File: src/rtl/md_sched_pkg.sv
// Shared mul/div encodings: op codes, scheduler state and small decode helpers.
// The mul/div datapath decodes the same op encoding.
package md_sched_pkg;

    typedef enum logic [3:0] {
        OP_NONE  = 4'd0,
        OP_MULT  = 4'd1,
        OP_MULTU = 4'd2,
        OP_DIV   = 4'd3,
        OP_DIVU  = 4'd4,
        OP_MTHI  = 4'd5,
        OP_MTLO  = 4'd6
    } md_op_e;

    typedef enum logic [1:0] {
        ST_IDLE = 2'd0,
        ST_RUN  = 2'd1,
        ST_DONE = 2'd2
    } md_state_e;

    // Raw op field to enum; anything outside the encoding behaves as OP_NONE.
    function automatic md_op_e decode_op(input logic [3:0] raw);
        case (raw)
            4'd1:    return OP_MULT;
            4'd2:    return OP_MULTU;
            4'd3:    return OP_DIV;
            4'd4:    return OP_DIVU;
            4'd5:    return OP_MTHI;
            4'd6:    return OP_MTLO;
            default: return OP_NONE;
        endcase
    endfunction

    // Ops that occupy the multi-cycle mul/div unit.
    function automatic logic is_launch_op(input md_op_e op);
        return (op == OP_MULT) || (op == OP_MULTU) || (op == OP_DIV) || (op == OP_DIVU);
    endfunction

    function automatic logic is_div_op(input md_op_e op);
        return (op == OP_DIV) || (op == OP_DIVU);
    endfunction

endpackage

File: src/rtl/md_sched_lat_cnt.sv
// Latency down-counter: loads LAT-1 for the launched op class, then counts down to zero.
module md_lat_cnt
    import md_sched_pkg::*;
#(
    parameter int MUL_LAT = 5,
    parameter int DIV_LAT = 10
) (
    input  logic       clk,
    input  logic       reset,
    input  logic       load,
    input  logic       sel_div,
    input  logic       dec,
    output logic [3:0] value,
    output logic       zero
);

    localparam logic [3:0] MUL_LOAD = 4'(MUL_LAT - 1);
    localparam logic [3:0] DIV_LOAD = 4'(DIV_LAT - 1);

    // Remaining-cycle register: load has priority over decrement, never wraps below zero.
    // NOTE: sequential state uses non-blocking (<=) so every flop samples pre-edge values.
    always_ff @(posedge clk) begin
        if (reset) begin
            value <= '0;
        end else if (load) begin
            value <= sel_div ? DIV_LOAD : MUL_LOAD;
        end else if (dec && !zero) begin
            value <= value - 4'd1;
        end
    end

    assign zero = (value == 4'd0);

endmodule

File: src/rtl/md_sched.sv
// Mul/div scheduler: launches HI/LO ops, tracks the busy window, stalls D,
// gates MTHI/MTLO and flags protocol violations.
module md_sched
    import md_sched_pkg::*;
#(
    parameter int MUL_LAT = 5,
    parameter int DIV_LAT = 10
) (
    input  logic        clk,
    input  logic        reset,
    input  logic        req,
    input  logic        e_valid,
    input  logic [3:0]  e_op,
    input  logic        d_md_use,
    output logic        start,
    output logic        busy,
    output logic        stall_d,
    output logic        done,
    output logic        hi_we,
    output logic        lo_we,
    output logic [3:0]  cnt,
    output logic [15:0] ops_done,
    output logic        proto_err
);

    md_state_e  state, state_next;
    md_op_e     op;
    logic       issue, launch, mthi_req, mtlo_req;
    logic       cnt_load, cnt_dec, cnt_zero;
    logic [15:0] ops_done_q;
    logic       proto_err_q;

    // A flushed (req) E-stage instruction never issues anything.
    assign op       = decode_op(e_op);
    assign issue    = e_valid & ~req;
    assign launch   = issue & is_launch_op(op);
    assign mthi_req = issue & (op == OP_MTHI);
    assign mtlo_req = issue & (op == OP_MTLO);

    md_lat_cnt #(
        .MUL_LAT (MUL_LAT),
        .DIV_LAT (DIV_LAT)
    ) u_lat_cnt (
        .clk     (clk),
        .reset   (reset),
        .load    (cnt_load),
        .sel_div (is_div_op(op)),
        .dec     (cnt_dec),
        .value   (cnt),
        .zero    (cnt_zero)
    );

    // State register.
    always_ff @(posedge clk) begin
        if (reset) state <= ST_IDLE;
        else       state <= state_next;
    end

    // Next-state and strobes; reset suppresses start and the done pulse.
    // NOTE: every output of this block gets a default first so no latch is inferred.
    always_comb begin
        state_next = state;
        start      = 1'b0;
        done       = 1'b0;
        cnt_load   = 1'b0;
        cnt_dec    = 1'b0;
        case (state)
            ST_IDLE: begin
                if (launch && !reset) begin
                    start      = 1'b1;
                    cnt_load   = 1'b1;
                    state_next = ST_RUN;
                end
            end
            ST_RUN: begin
                cnt_dec = ~cnt_zero;
                if (cnt == 4'd1) state_next = ST_DONE;
            end
            ST_DONE: begin
                done       = ~reset;
                state_next = ST_IDLE;
            end
            default: state_next = ST_IDLE;
        endcase
    end

    assign busy    = (state != ST_IDLE);
    assign stall_d = d_md_use & (busy | start);
    assign hi_we   = mthi_req & (state == ST_IDLE);
    assign lo_we   = mtlo_req & (state == ST_IDLE);

    // Committed-op counter, wraps naturally at 16 bits.
    always_ff @(posedge clk) begin
        if (reset)                   ops_done_q <= '0;
        else if (state == ST_DONE)   ops_done_q <= ops_done_q + 16'd1;
    end

    // Sticky violation: any HI/LO-touching E op arriving while the unit is occupied.
    always_ff @(posedge clk) begin
        if (reset)                                        proto_err_q <= 1'b0;
        else if (busy && (launch || mthi_req || mtlo_req)) proto_err_q <= 1'b1;
    end

    assign ops_done  = ops_done_q;
    assign proto_err = proto_err_q;

endmodule

File: config.mk
export PLATFORM = sky130hd
export DESIGN_NAME = md_sched
export DESIGN_NICKNAME = d
export VERILOG_FILES = /design/src/rtl/md_sched_pkg.sv /design/src/rtl/md_sched_lat_cnt.sv /design/src/rtl/md_sched.sv
export SDC_FILE = /design/constraint.sdc
export NUM_CORES = 1
export LEC_CHECK = 0
export CAP_MARGIN = 30
export CORE_AREA = 2 2 58 60
export CTS_BUF_LIST = sky130_fd_sc_hd__clkbuf_4
export CTS_CLUSTER_SIZE = 20
export DETAILED_ROUTE_END_ITERATION = 8
export DIE_AREA = 0 0 60 62
export HOLD_SLACK_MARGIN = 0.15
export MAX_ROUTING_LAYER = met4
export PLACE_DENSITY = 0.71
export SLEW_MARGIN = 15
export SYNTH_ARGS = -nofsm -noshare
export SYNTH_HDL_FRONTEND = slang
export SYNTH_SLANG_ARGS = --single-unit
export TNS_END_PERCENT = 30
File: constraint.sdc
create_clock -name clk -period 2.1 [get_ports clk]
set_input_delay 0.525 -clock clk [delete_from_list [all_inputs] [get_ports clk]]
set_output_delay 0.525 -clock clk [all_outputs]
set_load 0.05 [all_outputs]
**After elaboration in Yosys (flattened, before gate mapping)**

Cells that the tools add are included.

- Register bits after elaboration: 23
- Output and inout port bits: 27
- Bits of input ports: 9

- Add/subtract/negate cells: 2
- Equality and inequality tests: 17
- Bitwise gates (word level): 11
- Muxes and demuxes: 11
- Reductions and logical operators: 16

Operators by type and width:

| cell | number |
|---|---|
| $eq 4x3->1 const B | 6 |
| $pmux 3 s6 | 1 |
| $add 16x1->16 const B | 1 |
| $eq 4x2->1 const B | 4 |
| $eq 4x1->1 const B | 3 |
| $mux 4 | 3 |
| $and 1x1->1 | 7 |
| $logic_or 1x1->1 | 6 |
| $logic_not 4->1 | 1 |
| $mux 1 | 4 |
| $mux 2 | 2 |
| $ne 2x2->1 const B | 2 |
| $pmux 2 s2 | 1 |
| $reduce_bool 2->1 | 2 |
| $sub 4x1->4 const B | 1 |
| $logic_and 1x1->1 | 3 |
| $not 1->1 | 3 |
| $eq 2x1->1 const B | 1 |
| $eq 2x2->1 const B | 1 |
| $logic_not 1->1 | 2 |
| $logic_not 2->1 | 1 |
| $reduce_and 2->1 | 1 |
| $or 1x1->1 | 1 |

**Logic depth before layout (Yosys ltp)**

- Word-level depth: 12
- Gate-level depth with buffers: 6
- Gate-level depth less buffers: 6

**Hierarchy**

A second synthesis with hierarchy kept.

- Cells, all modules: 142
- Area, all modules: 1197.4 um^2

By module, submodules not included:

| module | cells each | sequential area each (um^2) | times used | area an instance (um^2) |
|---|---|---|---|---|
| md_sched | 116 | 380.4 | 1 | 975.9 |
| md_lat_cnt | 26 | 80.1 | 1 | 221.5 |

**Least setup slack after synthesis**

OpenSTA, ideal clock, no wires.

- Path type: input to output
- Start: input e_op[3]
- End: output lo_we
- Path buffers: 0
- Slack: -0.480 ns
- Cell stages on the path: 3
- Arrival: 2.055 ns
- Path through: nor3b_1 nand3_1 nor3b_1

- Cells in the longest elaborated chain, start to end: 5
- Elaborated cells on any way between the ends: 10
- Those cells by class: eq/ne: 7; mux: 1; bitwise: 2

RTL lines:

| what | RTL line | text |
|---|---|---|
| from (decl) | md_sched.sv:13 | `input logic [3:0] e_op,` |
| $eq 4x3->1 (tied with other cells) | md_sched_pkg.sv:23 | `case (raw)` |
| $pmux 3 s6 (*) | md_sched_pkg.sv:23 |  |
| $eq 4x3->1 (*) | md_sched.sv:38 | `assign mtlo_req = issue & (op == OP_MTLO);` |
| $and 1x1->1 (*) | md_sched.sv:38 |  |
| $and 1x1->1 (*) | md_sched.sv:90 | `assign lo_we = mtlo_req & (state == ST_IDLE);` |
| to (decl) | md_sched.sv:20 | `output logic lo_we,` |

Every way passes the cells marked *; elsewhere a longest branch is shown, timed or not.

**Final worst setup path**

- Start: input e_op[0]
- End: output start

- Cells in the longest elaborated chain, start to end: 10
- Elaborated cells on any way between the ends: 18
- Those cells by class: eq/ne: 10; mux: 3; bitwise: 1; reduce/logical: 4

RTL lines:

| what | RTL line | text |
|---|---|---|
| $eq 4x3->1 (tied with other cells) | md_sched_pkg.sv:23 |  |
| $pmux 3 s6 (*) | md_sched_pkg.sv:23 |  |
| $eq 4x1->1 / $eq 4x2->1 (equally long branches) | md_sched_pkg.sv:36 | `return (op == OP_MULT) \|\| (op == OP_MULTU) \|\| (op == OP_DIV) \|\| (op == OP_DIVU);` |
| $logic_or 1x1->1 (2 in a row) | md_sched_pkg.sv:36 |  |
| $logic_or 1x1->1 (*) | md_sched_pkg.sv:36 |  |
| $and 1x1->1 (*) | md_sched.sv:36 | `assign launch = issue & is_launch_op(op);` |
| $logic_and 1x1->1 (*) | md_sched.sv:69 | `if (launch && !reset) begin` |
| $mux 1 (*) | md_sched.sv:69 |  |
| $mux 1 (*) | md_sched.sv:67 | `case (state)` |
| to (decl) | md_sched.sv:15 | `output logic start,` |

Marks and branches as above.

==> flow_metrics.env <==
export IMPL_status="complete, but fails checks"
export IMPL_violations="negative setup slack"
export IMPL_vias_per_cell=5.20
export IMPL_power_density_nw_per_um2=402
export IMPL_netlist_area_um2=1200
export IMPL_first_pass_iters=4
export IMPL_drive_gt1_share_pct=26.5
export IMPL_synth_seq_area_share_pct=38.3
export IMPL_endpoint_kind="output pin"
export IMPL_cts_tree="built"
export IMPL_synth_net_count=152
export IMPL_die_area_um2=3720
export IMPL_start_kind="primary input"
export IMPL_maxSlewHeadroom_pct=66.2
export IMPL_layout_filler_cells=283
export IMPL_rsz0062_at_grt="true"
export IMPL_grt_total_usage_pct=18.1
export IMPL_htreeDepth=1
export IMPL_hpwl_um=2160
export IMPL_setup_viol=2
export IMPL_finalClockSkew_ns=0.00364
export IMPL_grt_first_pass_wirelength_um=5070
export IMPL_hold_viol_final=0
export IMPL_clk_pin_slew_ns=0.13
export IMPL_hold_class="reg -> reg"
export IMPL_vias=1223
export IMPL_wl_um=2910
export IMPL_place_inst=227
export IMPL_seqCellArea_um2=460
export IMPL_drv_cap=0
export IMPL_path_max_fanout=2
export IMPL_clock_latency_ns=0.30
export IMPL_detail_route_antenna_nets=0
export IMPL_dieHeight_um=62
export IMPL_stdcell_area_um2=1860
export IMPL_fin_crit_ns=2.18
export IMPL_clock_path_buffers=2
export IMPL_cts_root_buffer="clkbuf_4"
export IMPL_core_um2=3180
export IMPL_leakage_nw=0.875
export IMPL_required_ns=1.57
export IMPL_io_pins=36
export IMPL_fin_cells=235
export IMPL_slew_viol_final=0
export IMPL_antennaDiodeCount=0
export IMPL_cts_sink_count=23
export IMPL_postCtsHoldBufs=0
export IMPL_gr_total_overflow=0
export IMPL_ys_seq_elements=23
export IMPL_syn_inst=140
export IMPL_antenna_found_initial=0
export IMPL_cts_made_buffers=3
export IMPL_crit_type="in -> out"
export IMPL_yosysUniqueCellTypes=41
export IMPL_drcViolationCount=0
export IMPL_tightest_slew_ns=0.506
export IMPL_peakVddDrop_mv=0.218
export IMPL_max_freq_mhz=459
export IMPL_period_share_pct=104
export IMPL_postPlaceCellArea_um2=1720
export IMPL_grt_pass1_vias=1214
export IMPL_rows=21
export IMPL_place_gp_congestion=0.811
export IMPL_multi_input_area_um2=764
export IMPL_wl_per_cell_um=12.4
export IMPL_area_delta_synth_final_pct=54.4
export IMPL_portBuffers=35
export IMPL_nNetsFinal=202
export IMPL_setup_ws_ns=-0.0784
export IMPL_grt_max_degree=19
export IMPL_syn_avg_cell_area_um2=8.60
export IMPL_die_w_um=60
export IMPL_drtIter0Drc=43
export IMPL_yosys_warnings=0
export IMPL_initial_core_util_pct=37.9
export IMPL_arrival_ns=1.65
==> synthesized netlist by cell type (all sizes together) <==
cell | instances | share of area, %
inv | 5 | 1.6
nor3b | 4 | 2.5
dfxtp | 23 | 38
nand3b | 1 | 0.62
a21oi | 11 | 4.6
a2111oi | 2 | 2.0
a221o | 1 | 0.83
nand2 | 6 | 2.1
xnor2 | 1 | 0.73
clkinv | 1 | 0.42
o21ai | 4 | 1.7
and3b | 1 | 0.73
or3b | 3 | 2.2
nor4b | 1 | 0.73
nor3 | 3 | 1.7
o21bai | 1 | 0.62
nand3 | 6 | 2.5
clkbuf | 5 | 1.6
a2111o | 1 | 0.94
and2 | 3 | 1.6
ha | 3 | 3.1
nor2b | 2 | 1.0
a31oi | 2 | 1.0
a31o | 1 | 0.73
or3 | 4 | 2.1
and4 | 1 | 0.73
and3 | 2 | 1.0
o31ai | 4 | 2.5
o21a | 1 | 0.62
or4 | 4 | 2.5
xor2 | 7 | 5.1
nand2b | 1 | 0.52
mux2i | 3 | 2.5
a211oi | 1 | 0.62
nand4b | 1 | 0.73
nand4 | 6 | 3.1
nor2 | 14 | 4.4
==> stage by stage <==
step	hold slack [ns]	setup slack [ns]	util (%)	TNS [ns]	total power (W)
after floorplan	0.488	-0.0286	-	-0.0645	0.000492
after global placement	0.458	-0.487	54.0	-3.28	0.000536
after detailed placement	0.475	-0.524	54.0	-3.69	0.000539
after CTS	0.493	-0.0719	57.1	-0.115	0.000750
after global routing	0.524	-0.0895	58.4	-0.159	0.000773
final	0.485	-0.0784	58.4	-0.0982	0.000746
==> registers in the layout, indices dropped and copies added (netlist names) <==
signal	cells
proto_err	1
ops_done	16
u_lat_cnt.value	4
state	2
==> where the power goes <==
part,internal (W),switching (W),leakage (nW)
Clock,0.0000709,0.000131,0.0177
Combinational,0.0000518,0.0000508,0.672
Sequential,0.000439,0.00000306,0.185
==> critical path, cell delays in order <==
cell,delay (ns)
buf_6,0.09
or3b_4,0.39
a2111o_1,0.44
clkinv_4,0.08
buf_12,0.12
==> layer usage <==
metal	share of wire [%]	up-vias	global-route usage, %
met4	0.89	0	6.67
met1	42	579	20.0
met3	3.5	2	3.52
met2	54	30	32.3
li1	-	612	-
met5	0	-	-
==> path summary, 6_finish.rpt <==
check,startpoint,to,slack (ns),cells after the start
worst min-delay path,ops_done[15],ops_done[15],0.49,2
worst min register to register,ops_done[15],ops_done[15],0.49,2
worst max register to register,state[1],u_lat_cnt.value[2],0.14,8
worst max-delay path,e_op[0],start,-0.08,5
==> logic make-up after synthesis <==
logic type | share of synthesized area (%)
compound gates | 16.1
xor+xnor | 5.82
fa+ha+maj | 3.12
buf+inv | 3.53
flops | 38.3
mux | 2.49
simple gates | 30.7
==> cell type report <==
| cell class | instances | area share (%) |
|---|---|---|
| Multi-Input combinational cell | 106 | 41.1 |
| Tap cell | 46 | 3.10 |
| Timing Repair Buffer | 50 | 28.0 |
| Sequential cell | 23 | 24.8 |
| Inverter | 6 | 1.48 |
| Clock buffer | 3 | 1.21 |
| Clock inverter | 1 | 0.269 |
==> cell usage in the layout (no fill, tap or decap), types with 4 or more instances in the layout <==
cell type         n
buf_12            4
dlymetal6s2s_1    9
o21ai_0           4
xor2_1            7
dfxtp_1          23
or3_1             4
nor2_1           13
buf_4            15
buf_6             7
or4_1             4
o31ai_1           4
clkdlybuf4s50_1   8
a21oi_1          11
inv_1             5
nand3_1           5
nand4_1           6
nand2_1           5
==> timing repair <==
| action | 4_1_cts | 5_1_grt |
|---|---|---|
| gates resized for setup | 42 | 13 |
| buffers inserted | 3 | 1 |
| endpoints found under the setup margin | 10 | 14 |
| pin swaps | 9 | 8 |
(Power assumes the default switching activity.)
